<file path="src/rtl/sprite_capture_writer_if.sv">
// Pixel-stream, capture-control and RAM write-port signals of the sprite capture writer.
interface sprite_capture_writer_if #(
    parameter int ADDR_W = 15
);
    logic              capture_req_in;
    logic [10:0]       x_in;
    logic [9:0]        y_in;
    logic              pixel_valid_in;
    logic [10:0]       hcount_in;
    logic [9:0]        vcount_in;
    logic [11:0]       pixel_in;
    logic              we_out;
    logic [ADDR_W-1:0] addr_out;
    logic [7:0]        data_out;
    logic              busy_out;
    logic              done_out;
    logic              incomplete_out;

    modport master (
        output capture_req_in, x_in, y_in, pixel_valid_in, hcount_in, vcount_in, pixel_in,
        input  we_out, addr_out, data_out, busy_out, done_out, incomplete_out
    );

    modport slave (
        input  capture_req_in, x_in, y_in, pixel_valid_in, hcount_in, vcount_in, pixel_in,
        output we_out, addr_out, data_out, busy_out, done_out, incomplete_out
    );
endinterface

</file>
<file path="src/rtl/sprite_capture_writer.sv">
// Sprite capture writer: grabs a WIDTH x HEIGHT window of the live RGB444 pixel stream at a
// requested (x,y) and writes it row-major as RGB332 words into a sprite RAM write port.
module sprite_capture_writer #(
    parameter int WIDTH  = 900,
    parameter int HEIGHT = 24,
    parameter int ADDR_W = (WIDTH * HEIGHT > 1) ? $clog2(WIDTH * HEIGHT) : 1
) (
    input logic                    pixel_clk_in,
    input logic                    rst_in,
    sprite_capture_writer_if.slave bus
);
    localparam int COL_W = (WIDTH > 1) ? $clog2(WIDTH) : 1;
    localparam int ROW_W = (HEIGHT > 1) ? $clog2(HEIGHT) : 1;
    localparam logic [COL_W-1:0] COL_LAST = COL_W'(WIDTH - 1);
    localparam logic [ROW_W-1:0] ROW_LAST = ROW_W'(HEIGHT - 1);
    localparam logic [11:0] WIN_W = 12'(WIDTH);
    localparam logic [10:0] WIN_H = 11'(HEIGHT);

    typedef enum logic [1:0] {IDLE, ARMED, CAPTURE, DONE} state_t;

    state_t            state;
    state_t            state_next;
    logic [10:0]       xr;
    logic [9:0]        yr;
    logic [COL_W-1:0]  col;
    logic [ROW_W-1:0]  row;
    logic [ADDR_W-1:0] addr_cnt;
    logic              incomplete;
    logic              incomplete_next;
    logic              latch_req;
    logic              take;
    logic              frame_start;
    logic              in_win;
    logic              last_pixel;
    logic [11:0]       h_ext;
    logic [11:0]       x_hi;
    logic [10:0]       v_ext;
    logic [10:0]       y_hi;

    // RGB444 -> RGB332 by dropping low bits of each channel (no rounding).
    function automatic logic [7:0] to_rgb332(input logic [11:0] rgb444);
        return {rgb444[11:9], rgb444[7:5], rgb444[3:2]};
    endfunction

    // Window bounds are compared one bit wider than the coordinates so xr+WIDTH cannot wrap.
    assign h_ext       = {1'b0, bus.hcount_in};
    assign v_ext       = {1'b0, bus.vcount_in};
    assign x_hi        = {1'b0, xr} + WIN_W;
    assign y_hi        = {1'b0, yr} + WIN_H;
    assign frame_start = bus.pixel_valid_in && (bus.hcount_in == 11'd0) && (bus.vcount_in == 10'd0);
    assign in_win      = bus.pixel_valid_in
                         && (h_ext >= {1'b0, xr}) && (h_ext < x_hi)
                         && (v_ext >= {1'b0, yr}) && (v_ext < y_hi);
    assign last_pixel  = (col == COL_LAST) && (row == ROW_LAST);
    assign bus.incomplete_out = incomplete;

    // State register; the incomplete flag is only ever set for the single DONE cycle.
    always_ff @(posedge pixel_clk_in) begin
        if (rst_in) begin
            state      <= IDLE;
            incomplete <= 1'b0;
        end else begin
            state      <= state_next;
            incomplete <= incomplete_next;
        end
    end

    // Next-state, capture decisions and status outputs.
    always_comb begin
        state_next      = state;
        incomplete_next = 1'b0;
        latch_req       = 1'b0;
        take            = 1'b0;
        bus.busy_out    = 1'b0;
        bus.done_out    = 1'b0;
        case (state)
            IDLE: begin
                if (bus.capture_req_in) begin
                    latch_req  = 1'b1;
                    state_next = ARMED;
                end
            end
            ARMED: begin
                bus.busy_out = 1'b1;
                // The frame-start pixel itself already belongs to the capture.
                if (frame_start) begin
                    state_next = CAPTURE;
                    if (in_win) begin
                        take = 1'b1;
                        if (last_pixel) state_next = DONE;
                    end
                end
            end
            CAPTURE: begin
                bus.busy_out = 1'b1;
                // A second frame start means the window never fully appeared on screen.
                if (frame_start) begin
                    state_next      = DONE;
                    incomplete_next = 1'b1;
                end else if (in_win) begin
                    take = 1'b1;
                    if (last_pixel) state_next = DONE;
                end
            end
            DONE: begin
                bus.done_out = 1'b1;
                state_next   = IDLE;
            end
            default: state_next = IDLE;
        endcase
    end

    // Window origin latch and row/column/address counters (address is a running count).
    always_ff @(posedge pixel_clk_in) begin
        if (rst_in) begin
            xr       <= '0;
            yr       <= '0;
            col      <= '0;
            row      <= '0;
            addr_cnt <= '0;
        end else if (latch_req) begin
            xr       <= bus.x_in;
            yr       <= bus.y_in;
            col      <= '0;
            row      <= '0;
            addr_cnt <= '0;
        end else if (take) begin
            addr_cnt <= addr_cnt + 1'b1;
            if (col == COL_LAST) begin
                col <= '0;
                row <= row + 1'b1;
            end else begin
                col <= col + 1'b1;
            end
        end
    end

    // Registered RAM write port; address and data hold between writes.
    always_ff @(posedge pixel_clk_in) begin
        if (rst_in) begin
            bus.we_out   <= 1'b0;
            bus.addr_out <= '0;
            bus.data_out <= '0;
        end else begin
            bus.we_out <= take;
            if (take) begin
                bus.addr_out <= addr_cnt;
                bus.data_out <= to_rgb332(bus.pixel_in);
            end
        end
    end
endmodule

</file>
<file path="src/flat_wrapper.sv">
// flat-port wrapper written by rule: the top's interface ports become plain ports
module sprite_capture_writer_flat 
#(
    parameter int WIDTH  = 900,
    parameter int HEIGHT = 24,
    parameter int ADDR_W = (WIDTH * HEIGHT > 1) ? $clog2(WIDTH * HEIGHT) : 1
)
  (pixel_clk_in, rst_in, bus_capture_req_in, bus_x_in, bus_y_in, bus_pixel_valid_in, bus_hcount_in, bus_vcount_in, bus_pixel_in, bus_we_out, bus_addr_out, bus_data_out, bus_busy_out, bus_done_out, bus_incomplete_out);
  sprite_capture_writer_if #(.ADDR_W(ADDR_W)) bus_i ();
  input logic pixel_clk_in;
  input logic rst_in;
  input wire logic [$bits(bus_i.capture_req_in)-1:0] bus_capture_req_in;
  input wire logic [$bits(bus_i.x_in)-1:0] bus_x_in;
  input wire logic [$bits(bus_i.y_in)-1:0] bus_y_in;
  input wire logic [$bits(bus_i.pixel_valid_in)-1:0] bus_pixel_valid_in;
  input wire logic [$bits(bus_i.hcount_in)-1:0] bus_hcount_in;
  input wire logic [$bits(bus_i.vcount_in)-1:0] bus_vcount_in;
  input wire logic [$bits(bus_i.pixel_in)-1:0] bus_pixel_in;
  output wire logic [$bits(bus_i.we_out)-1:0] bus_we_out;
  output wire logic [$bits(bus_i.addr_out)-1:0] bus_addr_out;
  output wire logic [$bits(bus_i.data_out)-1:0] bus_data_out;
  output wire logic [$bits(bus_i.busy_out)-1:0] bus_busy_out;
  output wire logic [$bits(bus_i.done_out)-1:0] bus_done_out;
  output wire logic [$bits(bus_i.incomplete_out)-1:0] bus_incomplete_out;
  assign bus_i.capture_req_in = bus_capture_req_in;
  assign bus_i.x_in = bus_x_in;
  assign bus_i.y_in = bus_y_in;
  assign bus_i.pixel_valid_in = bus_pixel_valid_in;
  assign bus_i.hcount_in = bus_hcount_in;
  assign bus_i.vcount_in = bus_vcount_in;
  assign bus_i.pixel_in = bus_pixel_in;
  assign bus_we_out = bus_i.we_out;
  assign bus_addr_out = bus_i.addr_out;
  assign bus_data_out = bus_i.data_out;
  assign bus_busy_out = bus_i.busy_out;
  assign bus_done_out = bus_i.done_out;
  assign bus_incomplete_out = bus_i.incomplete_out;
  sprite_capture_writer #(.WIDTH(WIDTH), .HEIGHT(HEIGHT), .ADDR_W(ADDR_W)) u_core (.pixel_clk_in(pixel_clk_in), .rst_in(rst_in), .bus(bus_i));
endmodule
</file>
<file path="config.mk">
export PLATFORM = sky130hd
export DESIGN_NAME = sprite_capture_writer_flat
export DESIGN_NICKNAME = d
export VERILOG_FILES = /design/src/rtl/sprite_capture_writer_if.sv /design/src/rtl/sprite_capture_writer.sv /design/src/flat_wrapper.sv
export SDC_FILE = /design/constraint.sdc
export NUM_CORES = 1
export LEC_CHECK = 0
export ABC_AREA = 1
export BUFFER_PORTS_ARGS = -buffer_cell sky130_fd_sc_hd__clkbuf_2
export CORE_MARGIN = 1
export CORE_UTILIZATION = 50
export CTS_CLUSTER_SIZE = 20
export DETAILED_ROUTE_END_ITERATION = 8
export GPL_ROUTABILITY_DRIVEN = 0
export GPL_TIMING_DRIVEN = 0
export PLACE_DENSITY_LB_ADDON = 0.1
export REMOVE_ABC_BUFFERS = 1
export SETUP_SLACK_MARGIN = 0.1
export SYNTH_ARGS = -nofsm -noshare
export SYNTH_HDL_FRONTEND = slang
export SYNTH_SLANG_ARGS = --single-unit
</file>
<file path="constraint.sdc">
create_clock -name pixel_clk_in -period 3.4 [get_ports pixel_clk_in]
set_input_delay 0.17 -clock pixel_clk_in [delete_from_list [all_inputs] [get_ports pixel_clk_in]]
set_output_delay 0.17 -clock pixel_clk_in [all_outputs]
set_load 0.05 [all_outputs]
</file>
# After elaboration in Yosys (flattened, before gate mapping)
# Cells that the tools add are included.
[op_classes] reduce_logical=15 mux=18 magnitude_cmp=4 bitwise=1 n_addsub=5 n_eq_ne=9
[op_table] cell="$add A15 B1 Y15 const B" n=1
[op_table] cell="$add A11 B10 Y12 const B" n=1
[op_table] cell="$lt A11 B12 Y1" n=1
[op_table] cell="$mux W2" n=6
[op_table] cell="$add A10 B5 Y11 const B" n=1
[op_table] cell="$ge A11 B11 Y1" n=1
[op_table] cell="$logic_not A11 Y1" n=1
[op_table] cell="$lt A10 B11 Y1" n=1
[op_table] cell="$add A10 B1 Y10 const B" n=1
[op_table] cell="$eq A10 B10 Y1 const B" n=1
[op_table] cell="$ge A10 B10 Y1" n=1
[op_table] cell="$logic_not A10 Y1" n=1
[op_table] cell="$mux W10" n=1
[op_table] cell="$mux W1" n=9
[op_table] cell="$pmux W2 S4" n=1
[op_table] cell="$logic_and A1 B1 Y1" n=7
[op_table] cell="$ne A3 B1 Y1 const B" n=2
[op_table] cell="$reduce_or A2 Y1" n=3
[op_table] cell="$add A5 B1 Y5 const B" n=1
[op_table] cell="$eq A5 B5 Y1 const B" n=1
[op_table] cell="$eq A2 B2 Y1 const B" n=2
[op_table] cell="$reduce_and A4 Y1" n=1
[op_table] cell="$eq A2 B1 Y1 const B" n=1
[op_table] cell="$logic_not A2 Y1" n=1
[op_table] cell="other kinds (5)" n=5
[word_totals] output_inout_bits=27 wordCells=62 regBits=78 inputBits=58

# Longest topological paths before layout
[depth] ltp_word=9 mapped_depth=21

# Worst setup path before layout
# Ideal clock, no wire load.
[synth_timing] path_type="register -> register" start="reg u_core.xr[2]" end="reg u_core.bus.addr_out[10]" required_ps=3268 path_slack_ps=946 period_less_slack_ps=2454 arrival_time_ps=2322 path_stages_with_launch=19 n_path_buf=2 path_cell_list="dfxtp_1 ha_1 nand2_1 nor2_1 nor3_1 xor2_1 ha_1 inv_1 o21bai_1 nand3_1 nand3_1 nor2_1 nand2_1 nor2_8 nand2_4 buf_6 buf_6 nand2_1 a21oi_1"
[synth_between] elab_chain_cells=8 elab_cells_between_ends=11 classes_between="add/sub: 1; order compare: 2; mux: 4; reduce/logical: 4"
[synth_rtl] element="start: declaration" line_no="sprite_capture_writer.sv:23" rtl="logic [10:0] xr;"
[synth_rtl] element="start signal: assignment" line_no="sprite_capture_writer.sv:122" rtl="xr <= bus.x_in;"
[synth_rtl] element="$add A11 B10 Y12 or $ge A11 B11 Y1 (tied branches)" line_no="sprite_capture_writer.sv:48, sprite_capture_writer.sv:52"
[synth_rtl] element="$lt A11 B12 Y1 or $logic_and A1 B1 Y1 (tied branches)" line_no="sprite_capture_writer.sv:52" rtl="&& (h_ext >= {1'b0, xr}) && (h_ext < x_hi)"
[synth_rtl] element="$logic_and A1 B1 Y1 (*)" line_no="sprite_capture_writer.sv:52"
[synth_rtl] element="$logic_and A1 B1 Y1 (*) (2 in a row)" line_no="sprite_capture_writer.sv:53" rtl="&& (v_ext >= {1'b0, yr}) && (v_ext < y_hi);"
[synth_rtl] element="$mux W1 (*)" line_no="sprite_capture_writer.sv:88, sprite_capture_writer.sv:100"
[synth_rtl] element="$mux W1 (on tied branches)" line_no="sprite_capture_writer.sv:97, sprite_capture_writer.sv:86"
[synth_rtl] element="$pmux W1 S2 (*)" line_no="sprite_capture_writer.sv:76" rtl="case (state)"
[synth_rtl] element="end signal: assignment" line_no="sprite_capture_writer.sv:147" rtl="bus.addr_out <= addr_cnt;"
[synth_rtl] element="end: declaration" line_no="sprite_capture_writer_if.sv:26" rtl="output we_out, addr_out, data_out, busy_out, done_out, incomplete_out"
# Mark *: on every way between the ends. The rest lies on a longest branch, timed or not.
# A chain may end at the register's enable or synchronous reset.

# Worst setup path after layout
[layout_timing] start="reg u_core.xr[2]" end="reg u_core.bus.addr_out[4]"
# Same word-level chain as after synthesis.

==> reports/metrics.yaml <==
num_io_pins: 85
dr.pass1.iters: 4
tightest_slew_ns: 1.28
finalSetupViolations: 0
end_kind: "flop"
nets: 848
grt_first_pass_wirelength_mm: 18.5
max-cap-violations: 0
period_share: 0.879
die_area_mm2: 0.00995
grt_pass1_vias: 4154
total_power_uw: 2850
grt_max_degree: 55
drt_iter0_drc: 186
place_hpwl_mm: 7.54
wl_mm: 11.1
hp-class: "in -> reg"
finalHoldViolCount: 0
area_delta_synth_final_pct: 14.6
synth_most_common_cell: "nand2_1"
vias_per_cell: 5.14
synth-seq-area-share: 0.327
htreeDepth: 3
leakage_uw: 0.00223
clock_skew_ns: 0.0128
antenna_found_initial: 0
switching_share: 0.407
worstSetupPathType: "reg -> reg"
period_needed_ns: 2.99
cp.arrival_ns: 3.26
peakVddDrop_mv: 0.241
status: "complete, no violations"
wl_per_cell_um: 12.7
cts_tree: "yes"
fillers: 930
drc: 0
die_h_um: 99.7
yosys.area.top_type: "dfxtp_1"
root_buffer: "clkbuf_8"
row_count: 35
clkPwrFrac: 0.258
ys_async_sr_fraction: 0
finalSetupTns_ns: 0
clk_latency_ns: 0.35
whs_ns: 0.0583
seqPwrFrac: 0.369
synth_ff_type: "dfxtp_1"
multi_input_area_mm2: 0.00286
synth.distinct_cells: 31
clk_path_buf_depth: 2
p_comb_frac: 0.373
finalCoreUtilization: 0.592
cts_buffers: 9
port-buffer-count: 80
p_int_uw: 1690
synth_commonest_cells: "nand2_1 (124), a21oi_1 (86), dfxtp_1 (78)"
layout-drive-gt1-share: 0.152
yosys_warnings: 0
critPathRequiredTime_ns: 3.68
track_usage: 0.228
start_util: 0.517
worst_setup_path_start_kind: "flop"
detail-route-antenna-nets: 0
synthTopCellsByArea: "dfxtp_1 (33%), ha_1 (12%), nand2_1 (9.7%)"
report.final.slew_viol_count: 0
diodes: 0
critPathMaxFanout: 13
rsz0062_at_grt: "false"
cts_sinks: 78
synth-seq-cells: 78
placeableCoreArea_mm2: 0.00924
die_w_um: 99.7
vias: 4510
synth_edf_count: 0
power_switching_uw: 1160
synth_top_area_share: 0.327
seq_area_mm2: 0.00156
path_clk_slew_ns: 0.09
power.density_mw_per_mm2: 521
timing.slew.headroom: 0.143
avgSynthCellArea_um2: 7.10
grt_overflow: 0
synth_area_mm2: 0.00478
max_clock_freq_ghz: 0.335
syn_inst: 673
## metrics by stage
step	area [µm²]	std cells	worst slack, ns
3_3_place_gp	5200	856	-0.213
3_5_place_dp	5200	856	-0.271
5_1_grt	5470	877	0.125
2_1_floorplan	4640	647	0.491
4_1_cts	5450	876	0.103
6_report	5470	877	0.411
## cell type report
class | instances | area share
sequential | 78 | 0.285
multi-input combinational | 499 | 0.522
inverter | 73 | 0.0501
tap | 129 | 0.0295
timing repair buffer | 82 | 0.0759
clock buffer | 9 | 0.0226
clock inverter | 7 | 0.0149
## cell usage in the layout, fill, tap and decap left out, drive strengths merged
| master | instances |
|---|---|
| a21oi | 87 |
| a31oi | 2 |
| and2 | 3 |
| buf | 2 |
| bufinv | 1 |
| clkbuf | 89 |
| clkinv | 4 |
| dfxtp | 78 |
| ha | 47 |
| inv | 75 |
| nand2 | 125 |
| nand3 | 62 |
| nand3b | 2 |
| nand4 | 16 |
| nor2 | 63 |
| nor3 | 14 |
| nor4 | 9 |
| o2111ai | 1 |
| o21a | 1 |
| o21ai | 35 |
| o21bai | 2 |
| xnor2 | 6 |
| xor2 | 24 |
## state kept, by name (all words and copies together) (netlist names)
name                       cells
u_core.bus.we_out              1
u_core.bus.incomplete_out      1
u_core.yr                     10
u_core.col                    10
u_core.addr_cnt               15
u_core.state                   2
u_core.xr                     11
u_core.bus.data_out            8
u_core.row                     5
u_core.bus.addr_out           15
## routing by layer
layer | part of all wire | GRT usage | vias up
li1 | - | - | 2381
met1 | 0.46 | 0.279 | 2031
met2 | 0.50 | 0.412 | 96
met3 | 0.042 | 0.0485 | 2
met4 | 0.0037 | 0.0430 | 0
met5 | 0 | 0 | -
## power by group through the flow
stage / Combinational, µW / Sequential [µW] / Clock, µW
2_1_floorplan: 764 / 1060 / 0
3_3_place_gp: 982 / 1070 / 0
3_5_place_dp: 1010 / 1070 / 0
4_1_cts: 1060 / 1050 / 756
5_1_grt: 1220 / 1060 / 794
6_report: 1060 / 1050 / 737
## what timing repair did
item / 4_1_cts / 5_1_grt
gates resized for setup: 1 / 4
setup endpoints to repair: 51 / 52
cloned: 2 / 1
hold buffers: 0 / 0
setup buffers: 2 / 0
pin swaps: 1 / 1
## cells by family after synthesis
kind of cell	synth area share
compound gates	0.138
fa+ha+maj	0.123
xor+xnor	0.0550
buf+inv	0.0857
flops	0.327
simple gates	0.271
## worst max-delay path, stage by stage, from the launching register on
cell and delay [ns]:
dfxtp_1 0.43, ha_1 0.21, nand2_1 0.09, nor2_1 0.17, nor3_1 0.08, xor2_1 0.15
ha_1 0.28, inv_1 0.07, o21bai_1 0.08, nand3_1 0.08, nand3_1 0.09, nor2_2 0.19
nand2_4 0.15, nor2_2 0.53, nand3_1 0.14, a21oi_1 0.17
## path summary, 6_finish.rpt
path	startpoint	to	slack [ns]	cells past startpoint
worst min-delay path	bus_pixel_in[3]	u_core.bus.data_out[1]	0.06	3
worst max register to register	u_core.xr[2]	u_core.bus.addr_out[4]	0.41	15
worst min register to register	u_core.bus.addr_out[0]	u_core.bus.addr_out[0]	0.46	2
worst max-delay path	u_core.xr[2]	u_core.bus.addr_out[4]	0.41	15
Note: power is estimated with default switching activity, not from simulation.
